`src/rtl/usb_ahb_value_regs_p.sv`:
```
// usb_ahb_value_regs_p
//   Register and data-buffer bank behind the AHB-lite slave front end of the
//   USB endpoint. DATA accesses are streamed one byte per cycle to or from
//   the endpoint FIFO while the bus is held. The bank also keeps sticky
//   status and error flags, the self-clearing TX control and flush
//   registers, and the interrupt line.
//
// Ports
//   clk, n_rst             clock, asynchronous active-low reset
//   val_loc, hwrite_reg,   registered access location / direction / size
//   hsize_reg, state       from the AHB front end (state 1 = DATA_TRANSFER)
//   hwdata / hrdata        bus write / read data (8*BUS_BYTES bits)
//   hold                   stall request while a DATA access is streaming
//   rx_* / tx_*            packet and error information from the RX/TX sides
//   buffer_occupancy       FIFO byte count, sampled every cycle
//   rx_data, get_rx_data   FIFO pop interface (rx_data valid with the pop)
//   tx_data, store_tx_data FIFO push interface
//   tx_packet, clear       TX packet request, one-cycle FIFO flush pulse
//   d_mode, irq            TX direction indicator, interrupt
//   dbg_state              stream FSM state (0 IDLE, 1 XFER, 2 DONE)
//
// Handshake: an access is taken when state == DATA_TRANSFER. While hold is
// high the front end keeps the access (and hwdata) stable and presents no
// new access; the DONE cycle (hold low) completes a DATA access.
module usb_ahb_value_regs_p #(
  parameter int BUS_BYTES = 4,
  parameter int BUF_DEPTH = 64,
  parameter int OCC_W     = 7
) (
  input  logic                   clk,
  input  logic                   n_rst,
  input  logic [3:0]             val_loc,
  input  logic                   hwrite_reg,
  input  logic [2:0]             hsize_reg,
  input  logic [1:0]             state,
  input  logic [8*BUS_BYTES-1:0] hwdata,
  input  logic [2:0]             rx_packet,
  input  logic                   rx_data_ready,
  input  logic                   rx_transfer_active,
  input  logic                   rx_error,
  input  logic                   tx_transfer_active,
  input  logic                   tx_error,
  input  logic [OCC_W-1:0]       buffer_occupancy,
  input  logic [7:0]             rx_data,
  output logic [8*BUS_BYTES-1:0] hrdata,
  output logic                   hold,
  output logic                   get_rx_data,
  output logic                   store_tx_data,
  output logic [7:0]             tx_data,
  output logic [1:0]             tx_packet,
  output logic                   clear,
  output logic                   d_mode,
  output logic                   irq,
  output logic [1:0]             dbg_state
);

  localparam int W      = 8 * BUS_BYTES;
  localparam int LOG_BB = (BUS_BYTES > 1) ? $clog2(BUS_BYTES) : 0;
  localparam int KW     = (BUS_BYTES > 1) ? $clog2(BUS_BYTES) : 1;

  localparam logic [3:0] LOC_DATA   = 4'h0;
  localparam logic [3:0] LOC_STATUS = 4'h4;
  localparam logic [3:0] LOC_ERROR  = 4'h6;
  localparam logic [3:0] LOC_OCCUP  = 4'h8;
  localparam logic [3:0] LOC_TXCTL  = 4'hC;
  localparam logic [3:0] LOC_FLUSH  = 4'hD;
  localparam logic [3:0] LOC_IRQEN  = 4'hE;

  // Only bits 0 (rx err), 1 (underflow), 8 (tx err), 9 (overflow) exist.
  localparam logic [9:0] ERR_MASK = 10'h303;

  typedef enum logic [1:0] {
    S_IDLE = 2'd0,
    S_XFER = 2'd1,
    S_DONE = 2'd2
  } st_e;

  st_e           st_q;
  logic [KW-1:0] k_q, last_q;
  logic          wr_q;
  logic [W-1:0]  word_q;

  logic [6:0] status_q, status_d;
  logic [9:0] error_q, error_d;
  logic [7:0] tx_ctrl_q, tx_ctrl_d;
  logic [7:0] flush_q, flush_d;
  logic [7:0] irq_en_q, irq_en_d;

  logic          acc_valid, data_start, reg_wr;
  logic [2:0]    hs_eff;
  logic [KW-1:0] n_last;
  logic          xfer, rd_byte, wr_byte, occ_empty, occ_full;
  logic          underflow, overflow;
  logic [9:0]    hwdata_lo;
  logic [9:0]    err_set, err_clr;
  logic [W-1:0]  rd_val;

  // Low ten write-data bits, zero-extended for the 1-byte bus.
  if (W >= 10) begin : g_wide
    assign hwdata_lo = hwdata[9:0];
  end else begin : g_narrow
    assign hwdata_lo = {2'b00, hwdata[7:0]};
  end

  assign acc_valid  = (state == 2'd1);
  assign data_start = (st_q == S_IDLE) && acc_valid && (val_loc == LOC_DATA);
  // Register writes are never taken mid-stream.
  assign reg_wr     = acc_valid && hwrite_reg && (st_q != S_XFER);

  // Byte count N = 2^hsize clamped to the bus width; stored as N-1.
  assign hs_eff = (hsize_reg > 3'(LOG_BB)) ? 3'(LOG_BB) : hsize_reg;
  assign n_last = KW'((32'd1 << hs_eff) - 32'd1);

  assign xfer      = (st_q == S_XFER);
  assign rd_byte   = xfer && !wr_q;
  assign wr_byte   = xfer && wr_q;
  assign occ_empty = (buffer_occupancy == '0);
  assign occ_full  = (buffer_occupancy == OCC_W'(BUF_DEPTH));
  assign underflow = rd_byte && occ_empty;
  assign overflow  = wr_byte && occ_full;

  // Stream FSM: IDLE -> XFER (N cycles, one byte each) -> DONE -> IDLE.
  always_ff @(posedge clk or negedge n_rst) begin
    if (!n_rst) begin
      st_q   <= S_IDLE;
      k_q    <= '0;
      last_q <= '0;
      wr_q   <= 1'b0;
      word_q <= '0;
    end else begin
      case (st_q)
        S_IDLE: begin
          if (data_start) begin
            st_q   <= S_XFER;
            k_q    <= '0;
            last_q <= n_last;
            wr_q   <= hwrite_reg;
            word_q <= '0;
          end
        end
        S_XFER: begin
          if (!wr_q) word_q[8*k_q +: 8] <= underflow ? 8'h00 : rx_data;
          if (k_q == last_q) st_q <= S_DONE;
          else               k_q  <= k_q + KW'(1);
        end
        S_DONE:  st_q <= S_IDLE;
        default: st_q <= S_IDLE;
      endcase
    end
  end

  always_comb begin
    status_d    = status_q;
    status_d[5] = rx_transfer_active;
    status_d[6] = tx_transfer_active;
    // A pending DATA packet wins over the empty-FIFO clear.
    status_d[0] = (rx_data_ready && rx_packet == 3'd0) ||
                  (status_q[0] && !occ_empty);
    if (rx_data_ready) begin
      status_d[1] = (rx_packet == 3'd1);
      status_d[2] = (rx_packet == 3'd2);
      status_d[3] = (rx_packet == 3'd3);
      status_d[4] = (rx_packet == 3'd4);
    end
  end

  always_comb begin
    err_set = {overflow, tx_error, 6'b0, underflow, rx_error};
    err_clr = (reg_wr && val_loc == LOC_ERROR) ? hwdata_lo : 10'h000;
    error_d = ((error_q & ~err_clr) | err_set) & ERR_MASK;

    tx_ctrl_d = tx_ctrl_q;
    if (tx_transfer_active)                    tx_ctrl_d = 8'h00;
    else if (reg_wr && val_loc == LOC_TXCTL)   tx_ctrl_d = hwdata_lo[7:0];

    // Flush lives for exactly one cycle; that cycle drives clear.
    flush_d = 8'h00;
    if (reg_wr && val_loc == LOC_FLUSH && hwdata_lo[7:0] != 8'h00)
      flush_d = hwdata_lo[7:0];

    irq_en_d = irq_en_q;
    if (reg_wr && val_loc == LOC_IRQEN) irq_en_d = hwdata_lo[7:0];
  end

  always_ff @(posedge clk or negedge n_rst) begin
    if (!n_rst) begin
      status_q  <= '0;
      error_q   <= '0;
      tx_ctrl_q <= '0;
      flush_q   <= '0;
      irq_en_q  <= '0;
    end else begin
      status_q  <= status_d;
      error_q   <= error_d;
      tx_ctrl_q <= tx_ctrl_d;
      flush_q   <= flush_d;
      irq_en_q  <= irq_en_d;
    end
  end

  always_comb begin
    rd_val = '0;
    case (val_loc)
      LOC_STATUS: rd_val = W'(status_q);
      LOC_ERROR:  rd_val = W'(error_q);
      LOC_OCCUP:  rd_val = W'(buffer_occupancy);
      LOC_TXCTL:  rd_val = W'(tx_ctrl_q);
      LOC_FLUSH:  rd_val = W'(flush_q);
      LOC_IRQEN:  rd_val = W'(irq_en_q);
      default:    rd_val = '0;
    endcase
    hrdata = '0;
    if (st_q == S_DONE && !wr_q)       hrdata = word_q;
    else if (acc_valid && !hwrite_reg) hrdata = rd_val;
  end

  assign hold          = xfer;
  assign get_rx_data   = rd_byte && !occ_empty;
  assign store_tx_data = wr_byte && !occ_full;
  assign tx_data       = wr_byte ? hwdata[8*k_q +: 8] : 8'h00;
  assign tx_packet     = tx_ctrl_q[1:0];
  assign clear         = (flush_q != 8'h00);
  assign d_mode        = tx_transfer_active;
  assign irq           = |((status_q[4:0] |
                            {1'b0, error_q[9:8], error_q[1:0]}) & irq_en_q[4:0]);
  assign dbg_state     = st_q;

endmodule

```
`config.mk`:
```
export PLATFORM = sky130hd
export DESIGN_NAME = usb_ahb_value_regs_p
export DESIGN_NICKNAME = d
export VERILOG_FILES = /design/src/rtl/usb_ahb_value_regs_p.sv
export SDC_FILE = /design/constraint.sdc
export NUM_CORES = 1
export LEC_CHECK = 0
export CELL_PAD_IN_SITES_DETAIL_PLACEMENT = 2
export CELL_PAD_IN_SITES_GLOBAL_PLACEMENT = 2
export CORE_ASPECT_RATIO = 1.1
export CORE_MARGIN = 3
export CORE_UTILIZATION = 32
export DETAILED_ROUTE_END_ITERATION = 10
export GPL_ROUTABILITY_DRIVEN = 0
export PLACE_DENSITY_LB_ADDON = 0.1
export RECOVER_POWER = 50
export REMOVE_ABC_BUFFERS = 1
export SYNTH_ARGS = -nofsm -noshare
export SYNTH_HDL_FRONTEND = slang
export SYNTH_SLANG_ARGS = --single-unit
```
`constraint.sdc`:
```
create_clock -name clk -period 3.4 [get_ports clk]
set_clock_uncertainty 0.2 [all_clocks]
set_input_delay 0.68 -clock clk [delete_from_list [all_inputs] [get_ports clk]]
set_output_delay 0.68 -clock clk [all_outputs]
set_load 0.1 [all_outputs]
```
==> results of run 1 <==
## final cells by class
class / count / area [µm²] / share of cell area (%)
multi-input cells: 238 / 1920 / 31.9
flip-flops and latches: 74 / 1850 / 30.8
repair buffers: 141 / 1730 / 28.9
clock buffers: 11 / 233 / 3.88
well taps: 150 / 188 / 3.13
inverters: 11 / 41.3 / 0.688
clock inverters: 5 / 40.0 / 0.667
## state kept, by name, indices dropped and copies added, names as in the netlist
register   cells
dbg_state      2
error_q        4
tx_ctrl_q      8
wr_q           1
status_q       7
word_q        32
last_q         2
irq_en_q       8
flush_q        8
k_q            2
## logic make-up after synthesis
| kind of cell | Yosys count |
|---|---|
| mux | 26 |
| simple gates | 112 |
| buf+inv | 30 |
| xor+xnor | 2 |
| flops | 74 |
| compound gates | 93 |
| fa+ha+maj | 5 |
## stage by stage
step | instance area (µm²) | instances | setup WS [ps] | hold WS [ps] | TNS [ps]
floorplan | 3790 | 323 | -1260 | 184 | -34130
global placement | 5740 | 614 | -55.3 | 277 | -202
detailed placement | 5740 | 614 | -99.7 | 273 | -353
CTS | 6020 | 630 | 6.19 | 235 | 0
global route | 6000 | 630 | -30.1 | 325 | -50.9
finish | 6000 | 630 | 53.6 | 299 | 0
## cells in the mapped netlist, drive strengths merged (2+ instances only)
master	count	area, µm²
dfrtp	74	1850
a22o	48	420
and2	33	206
nand2	21	78.8
nor4	12	139
clkbuf	11	41.3
inv	11	41.3
mux2	11	124
and3	10	62.6
o21ai	10	50.1
buf	8	50.1
mux4	8	180
nand3	8	40.0
mux2i	7	70.1
a22oi	6	45.0
nor2	6	22.5
a21oi	5	25.0
o221ai	5	43.8
ha	4	50.1
nand2b	4	25.0
nor3	4	20.0
nor3b	4	35.0
o22ai	4	25.0
o32ai	4	35.0
a32o	3	30.0
nand3b	3	22.5
a21o	2	15.0
a31oi	2	12.5
nand4	2	12.5
nor2b	2	12.5
xor2	2	17.5
## worst paths after layout
| check | end | slack (ps) |
|---|---|---|
| min | word_q[27]$_DFFE_PN0P_ | 300 |
| max in group asynchronous | word_q[25]$_DFFE_PN0P_ | 1270 |
| max reg2reg | word_q[29]$_DFFE_PN0P_ | 430 |
| max | hrdata[6] | 50 |
| min reg2reg | word_q[27]$_DFFE_PN0P_ | 300 |
| min in group asynchronous | status_q[3]$_DFFE_PN0P_ | 650 |
## repair_timing
item,4_1_cts,5_1_grt
pin swaps,0,1
setup endpoints to repair,7,8
buffers inserted,0,0
cloned,0,0
resized for setup,5,3
## critical path: stages
cell	delay, ps
clkdlybuf4s50_1	470
nor2b_1	200
nor3b_2	290
and2_0	250
buf_4	170
a22o_1	200
buf_12	190
## placed cells by master (no fill, tap or decap), types with 4 or more instances in the layout
master	instances
dfrtp_1	74
clkdlybuf4s50_1	59
a22o_1	48
buf_12	43
and2_1	31
buf_4	24
nand2_1	21
inv_1	11
mux2_2	11
o21ai_0	10
and3_1	10
clkbuf_1	10
clkbuf_16	9
nand3_1	8
mux4_2	8
mux2i_1	7
nor4_1	6
a22oi_1	6
nor2_1	5
a21oi_1	5
o221ai_1	5
nand2b_1	4
o32ai_1	4
nor3_1	4
o22ai_1	4
ha_1	4
## power groups by stage
stage	combinational (µW)	clock, µW	sequential [µW]
after floorplan	431	0	1150
after global routing	805	955	1200
after CTS	756	908	1180
final	747	892	1170
after global placement	712	0	1180
after detailed placement	737	0	1190
## layer usage
layer	global-route usage, %	share of wire (%)	vias up
met5	0	0	-
met4	5.00	0.83	0
met3	5.29	4.6	8
met2	39.4	50	103
met1	30.5	45	1850
li1	-	-	1580
==> results by group, run 1 <==
Layout
  – Fill cell count: about 1200
  – Layout area overhead: 54.7%
  – Layout cells sized above 1: about a quarter
  – Utilization after layout: 51.6%
  – Number of nets in the finished design: 546
  – Antenna diode count: 0

Power
  – Share of total power consumed by net switching: 33.3%
  – Leak pwr: ~0.0026 µW
  – Switching Power: 936 µW
  – Clock Power Share: 31.7%
  – Combinational share of power: 26.5%
  – Int Pwr: roughly 1900 µW
  – Highest ir drop seen on vdd: around 0.00025 V
  – Pwr Density: roughly 470 nW/µm²
  – Final Power: around 2800 µW
  – Sequential Power Share: 41.7%

Global route
  – Total overflow reported by the global router: 0
  – Global-route wire length before repair: roughly 24000 µm
  – Maximum number of pins on one net before global-route repair: between 40 and 50
  – Total track usage: 23.2%
  – Number of antenna violations at the first check in global routing: 0
  – Vias in the first global route: approximately 4000

Job
  – Maximum Capacitance Violations: 1

Synth
  – Combinational family with the most area after synthesis: compound AO/OA/AOI/OAI gates
  – Fraction of the mapped netlist area in compound gates: 19.1%
  – Sequential element share of the synthesized area: between 40% and 50%
  – Dominant register cell in the synthesized netlist: dfrtp_1
  – Number of synthesized flops with an enable pin: 0
  – Mapped cell area: just under 4000 µm²
  – Yosys reg bits: 74
  – YS warnings: 0
  – Post-synthesis share of cell area spent on xor and xnor gates: 0.451%
  – Multiplexer share of the synthesized area: 9.64%
  – Basic-gate share of the synthesized area counting and, or, nand and nor cells: 18.1%
  – Number of distinct library cell variants in the gate-level netlist after synthesis: 44
  – Number of instances in the synthesized netlist: 342
  – Async SR Flop Fraction: 100%
  – Avg Cell Area, Syn: 11.3 µm²
  – Adder and majority cell fraction of the synthesized area: 1.55%

Placed design
  – DP Wirelength: 11100 µm
  – I/O Buffers: 116

Floorplan
  – Width of the die: ~110 µm
  – Row count: 41
  – IO Count: 117
  – Overall die height: 122 µm
  – Core region area: 11600 µm²
  – Overall die area: about 13000 µm²
  – Starting density of the core: ~33%

Timing
  – Worst-Margin Slew: around 1900 ps
  – Fin. Hold Viols: 0
  – Crit share post-route: between 90% and 100%
  – Final period demand of the worst path: 3350 ps
  – Upper clock frequency limit: 299 MHz
  – Worst rel slew slack: -25.0%
  – Number of setup violations in the final report: 0
  – Max-slew violation count: 29

Routing
  – Remaining antenna violation count after routing: 0
  – Total wire length after detailed routing: approximately 15000 µm
  – Routed length per instance: 23.9 µm
  – Via total after detailed routing: 3541
  – Detailed Routing Iterations Pass 1: 4
  – Average vias per placed instance: 5.62
  – Remaining DRCs: 0
  – DR iter-0 viols: 159

CTS
  – Clock tree from TritonCTS: done
  – Hold buffers post-CTS: 0
  – Clock-pin transition on the worst setup and hold timing paths: ~60 ps
  – Clock root buffer: clkbuf_16
  – Insertion delay of the later-clocked pin in the worst-skew pair: about 340 ps
  – Bufs on Longest Clock Path: 2
  – Clock Sink Count: 74
  – Number of buffers inserted during clock tree synthesis: 9
  – H-tree depth: 3

Setup path
  – Depth of the worst register-to-register path: 5
  – Critical Path RT: between 2000 and 3000 ps
  – CP Capture Type: output port
  – Startpoint of the most critical setup path: state[0]
  – Type of the worst setup path: in2out
  – R2r startpoint: k_q[0]$_DFFE_PN0P_
  – Type of origin of the critical path: primary input
  – Data arrival time of the worst path: 2470 ps
  – Critical Path Fanout Max: 5

Run status
  – Violations in the final reports: max-capacitance violations, max-slew violations
  – Status: finished, violations left

Hold path
  – Number of cells traversed by the worst hold path: 1
  – Hold path startpoint: word_q[27]$_DFFE_PN0P_
  – Worst hold-check path type: reg2reg
Power figures use the tool's default switching activity.
==> inputs of run 2 (changes only) <==
HOLD_SLACK_MARGIN = 0.05   (was unset)
==> results of run 2 <==
Same layout as run 1: the final DEF is identical, and so are final timing and power.
==> inputs of run 3 (changes only) <==
CAP_MARGIN = 10   (was unset)
CORE_ASPECT_RATIO = 0.9   (was 1.1)
PLACE_DENSITY = 0.87   (was unset)
PLACE_DENSITY_LB_ADDON = unset   (was 0.1)
==> results by group, run 3 (synthesis results as in run 1) <==
Run status
  – Status: finished, violations left (unchanged)
  – Violations in the final reports: max-capacitance violations, max-slew violations (unchanged)

Routing
  – DR iter-0 viols: 238 (was 159)
  – Remaining antenna violation count after routing: 0 (unchanged)
  – Detailed Routing Iterations Pass 1: 4 (unchanged)
  – Routed length per instance: 27.6 µm (was 23.9 µm)
  – Average vias per placed instance: 5.74 (was 5.62)
  – Total wire length after detailed routing: 17700 µm (was 15100 µm)
  – Via total after detailed routing: 3675 (was 3541)
  – Remaining DRCs: 0 (unchanged)

Layout
  – Number of nets in the finished design: 550 (was 546)
  – Most flops, register: word_q (unchanged)
  – Layout cells sized above 1: 26.7% (was 24.0%)
  – Multi-input combinational cell area: 1960 µm² (was 1920 µm²)
  – Most frequent standard cell in the layout excluding fill and tap cells: dfrtp_1 (unchanged)
  – Antenna diode count: 0 (unchanged)
  – Highest-count cells in the layout ignoring fill and taps: 74 x dfrtp_1, 59 x clkdlybuf4s50_1, 47 x a22o_1 (was 74 x dfrtp_1, 59 x clkdlybuf4s50_1, 48 x a22o_1)
  – Max reg flops: 32 (unchanged)
  – Seq. cell area: 1850 µm² (unchanged)
  – Fill cell count: 1131 (was 1162)
  – Layout area overhead: 58.1% (was 54.7%)

Timing
  – Final period demand of the worst path: 3380 ps (was 3350 ps)
  – Number of setup violations in the final report: 0 (unchanged)
  – Fin. Hold Viols: 0 (unchanged)
  – Sum of negative setup slack: 0 ps (unchanged)
  – Worst rel slew slack: -28.2% (was -25.0%)
  – Max-slew violation count: 75 (was 29)
  – Worst-Margin Slew: 1920 ps (was 1870 ps)
  – Crit share post-route: 99.3% (was 98.4%)
  – Setup repair after global routing missed its margin: no
  – Post-Route Hold Slack: 301 ps (was 299 ps)
  – Upper clock frequency limit: 296 MHz (was 299 MHz)

CTS
  – Clock root buffer: clkbuf_16 (unchanged)
  – H-tree depth: 3 (unchanged)
  – Clock-pin transition on the worst setup and hold timing paths: 60 ps (about the same)
  – Clock Sink Count: 74 (unchanged)
  – Clock tree from TritonCTS: done (unchanged)
  – Hold buffers post-CTS: 0 (unchanged)
  – Bufs on Longest Clock Path: 2 (unchanged)
  – Insertion delay of the later-clocked pin in the worst-skew pair: 340 ps (about the same)
  – Number of buffers inserted during clock tree synthesis: 9 (unchanged)

Global route
  – Number of antenna violations at the first check in global routing: 0 (unchanged)
  – Total overflow reported by the global router: 0 (unchanged)
  – Vias in the first global route: 4300 (was 4024)
  – Total track usage: 26.6% (was 23.2%)
  – Maximum number of pins on one net before global-route repair: 75 (was 47)
  – Global-route wire length before repair: 27000 µm (was 24000 µm)

Setup path
  – Data arrival time of the worst path: 2500 ps (was 2470 ps)
  – Cell chain of the critical path: clkdlybuf4s50_1 -> buf_6 -> nand3b_1 -> a2bb2oi_1 -> o21ai_1 -> a22o_1 -> buf_12 (was clkdlybuf4s50_1 -> nor2b_1 -> nor3b_2 -> and2_0 -> buf_4 -> a22o_1 -> buf_12)
  – CP Capture Type: output port (unchanged)
  – Type of origin of the critical path: primary input (unchanged)
  – Critical Path RT: 2520 ps (about the same)
  – Type of the worst setup path: in2out (unchanged)
  – Critical Path Fanout Max: 7 (was 5)
  – Crit path max-delay family: buffers and inverters (unchanged)
  – Peak per-stage delay on the critical path: 530 ps (was 470 ps)
  – Worst path buffer plus inverter count: 3 (unchanged)
  – Slowest-stage cell, CP: clkdlybuf4s50_1 (unchanged)

Hold path
  – Worst hold-check path type: reg2reg (unchanged)

Power
  – Highest ir drop seen on vdd: 0.000269 V (was 0.000248 V)
  – Leak pwr: 0.00264 µW (was 0.00258 µW)
  – Pwr Density: 496 nW/µm² (was 469 nW/µm²)

Floorplan
  – Starting density of the core: 33.4% (was 33.3%)
  – Width of the die: 122 µm (was 111 µm)
  – Core region area: 11600 µm² (about the same)
  – Row count: 37 (was 41)
  – Overall die area: 13500 µm² (about the same)
  – Overall die height: 110 µm (was 122 µm)
  – IO Count: 117 (unchanged)

Job
  – Maximum Capacitance Violations: 1 (unchanged)

Placed design
  – DP Wirelength: 12500 µm (was 11100 µm)
  – I/O Buffers: 116 (unchanged)
## run 3: cell count changes in the layout (fill, tap and decap cells not counted), sizes merged
| cell | previous run | this run |
|---|---|---|
| buf | 68 | 74 |
| clkbuf | 19 | 16 |
| bufinv | 0 | 2 |
| clkinv | 4 | 2 |
| clkinvlp | 0 | 1 |
## run 3: final timing paths
| path | start | end | slack, ps | cells past startpoint |
|---|---|---|---|---|
| setup / recovery | val_loc[0] | hrdata[5] | 20 | 7 |
| hold / removal | word_q[30]$_DFFE_PN0P_ | word_q[30]$_DFFE_PN0P_ | 300 | 1 |
| setup reg to reg | k_q[0]$_DFFE_PN0P_ | word_q[0]$_DFFE_PN0P_ | 330 | 6 |
| hold reg to reg | word_q[30]$_DFFE_PN0P_ | word_q[30]$_DFFE_PN0P_ | 300 | 1 |
| max in group asynchronous | n_rst | wr_q$_DFFE_PN0P_ | 1080 | 2 |
| min in group asynchronous | n_rst | word_q[12]$_DFFE_PN0P_ | 760 | 2 |
## run 3: worst reg2reg max path, stage by stage, from the launching register on
cell,delay (ps)
dfrtp_1,840
inv_1,220
ha_1,400
inv_1,130
nand3_1,110
nor4_2,770
a22o_1,320
## run 3: layout make-up
| cell class | count | area share [%] |
|---|---|---|
| clock buffer | 10 | 3.73 |
| clock inverter | 6 | 1.47 |
| inverter | 11 | 0.673 |
| multi-input combinational | 238 | 32.0 |
| sequential | 74 | 30.2 |
| tap | 156 | 3.18 |
| timing repair buffer | 145 | 28.8 |
## run 3: layer usage
layer,vias up,part of all wire [%],GRT usage (%)
met3,28,6.1,6.20
li1,1571,-,-
met5,-,0,0
met1,1923,39,31.4
met4,0,2.8,10.1
met2,153,52,46.5
## run 3: through the flow
step / util, % / cell area, µm² / std cells / setup WS [ps] / power (µW)
6_report: 52.8 / 6140 / 640 / 22.9 / 3040
5_1_grt: 52.8 / 6140 / 640 / 9.13 / 3160
4_1_cts: 52.8 / 6130 / 639 / 23.7 / 3060
2_1_floorplan: - / 3790 / 323 / -1260 / 1590
3_5_place_dp: 49.7 / 5770 / 623 / -129 / 1960
3_3_place_gp: 49.7 / 5770 / 623 / 14.2 / 1880
## run 3: where the power goes
group	switching (µW)	internal [µW]
logic	437	362
registers	171	1020
clock network	403	646
## run 3: what timing repair did
item,CTS,global route
setup buffers,0,1
pin swaps,0,4
gates resized for setup,13,8
setup endpoints to repair,8,6
endpoints found under the hold margin,0,0
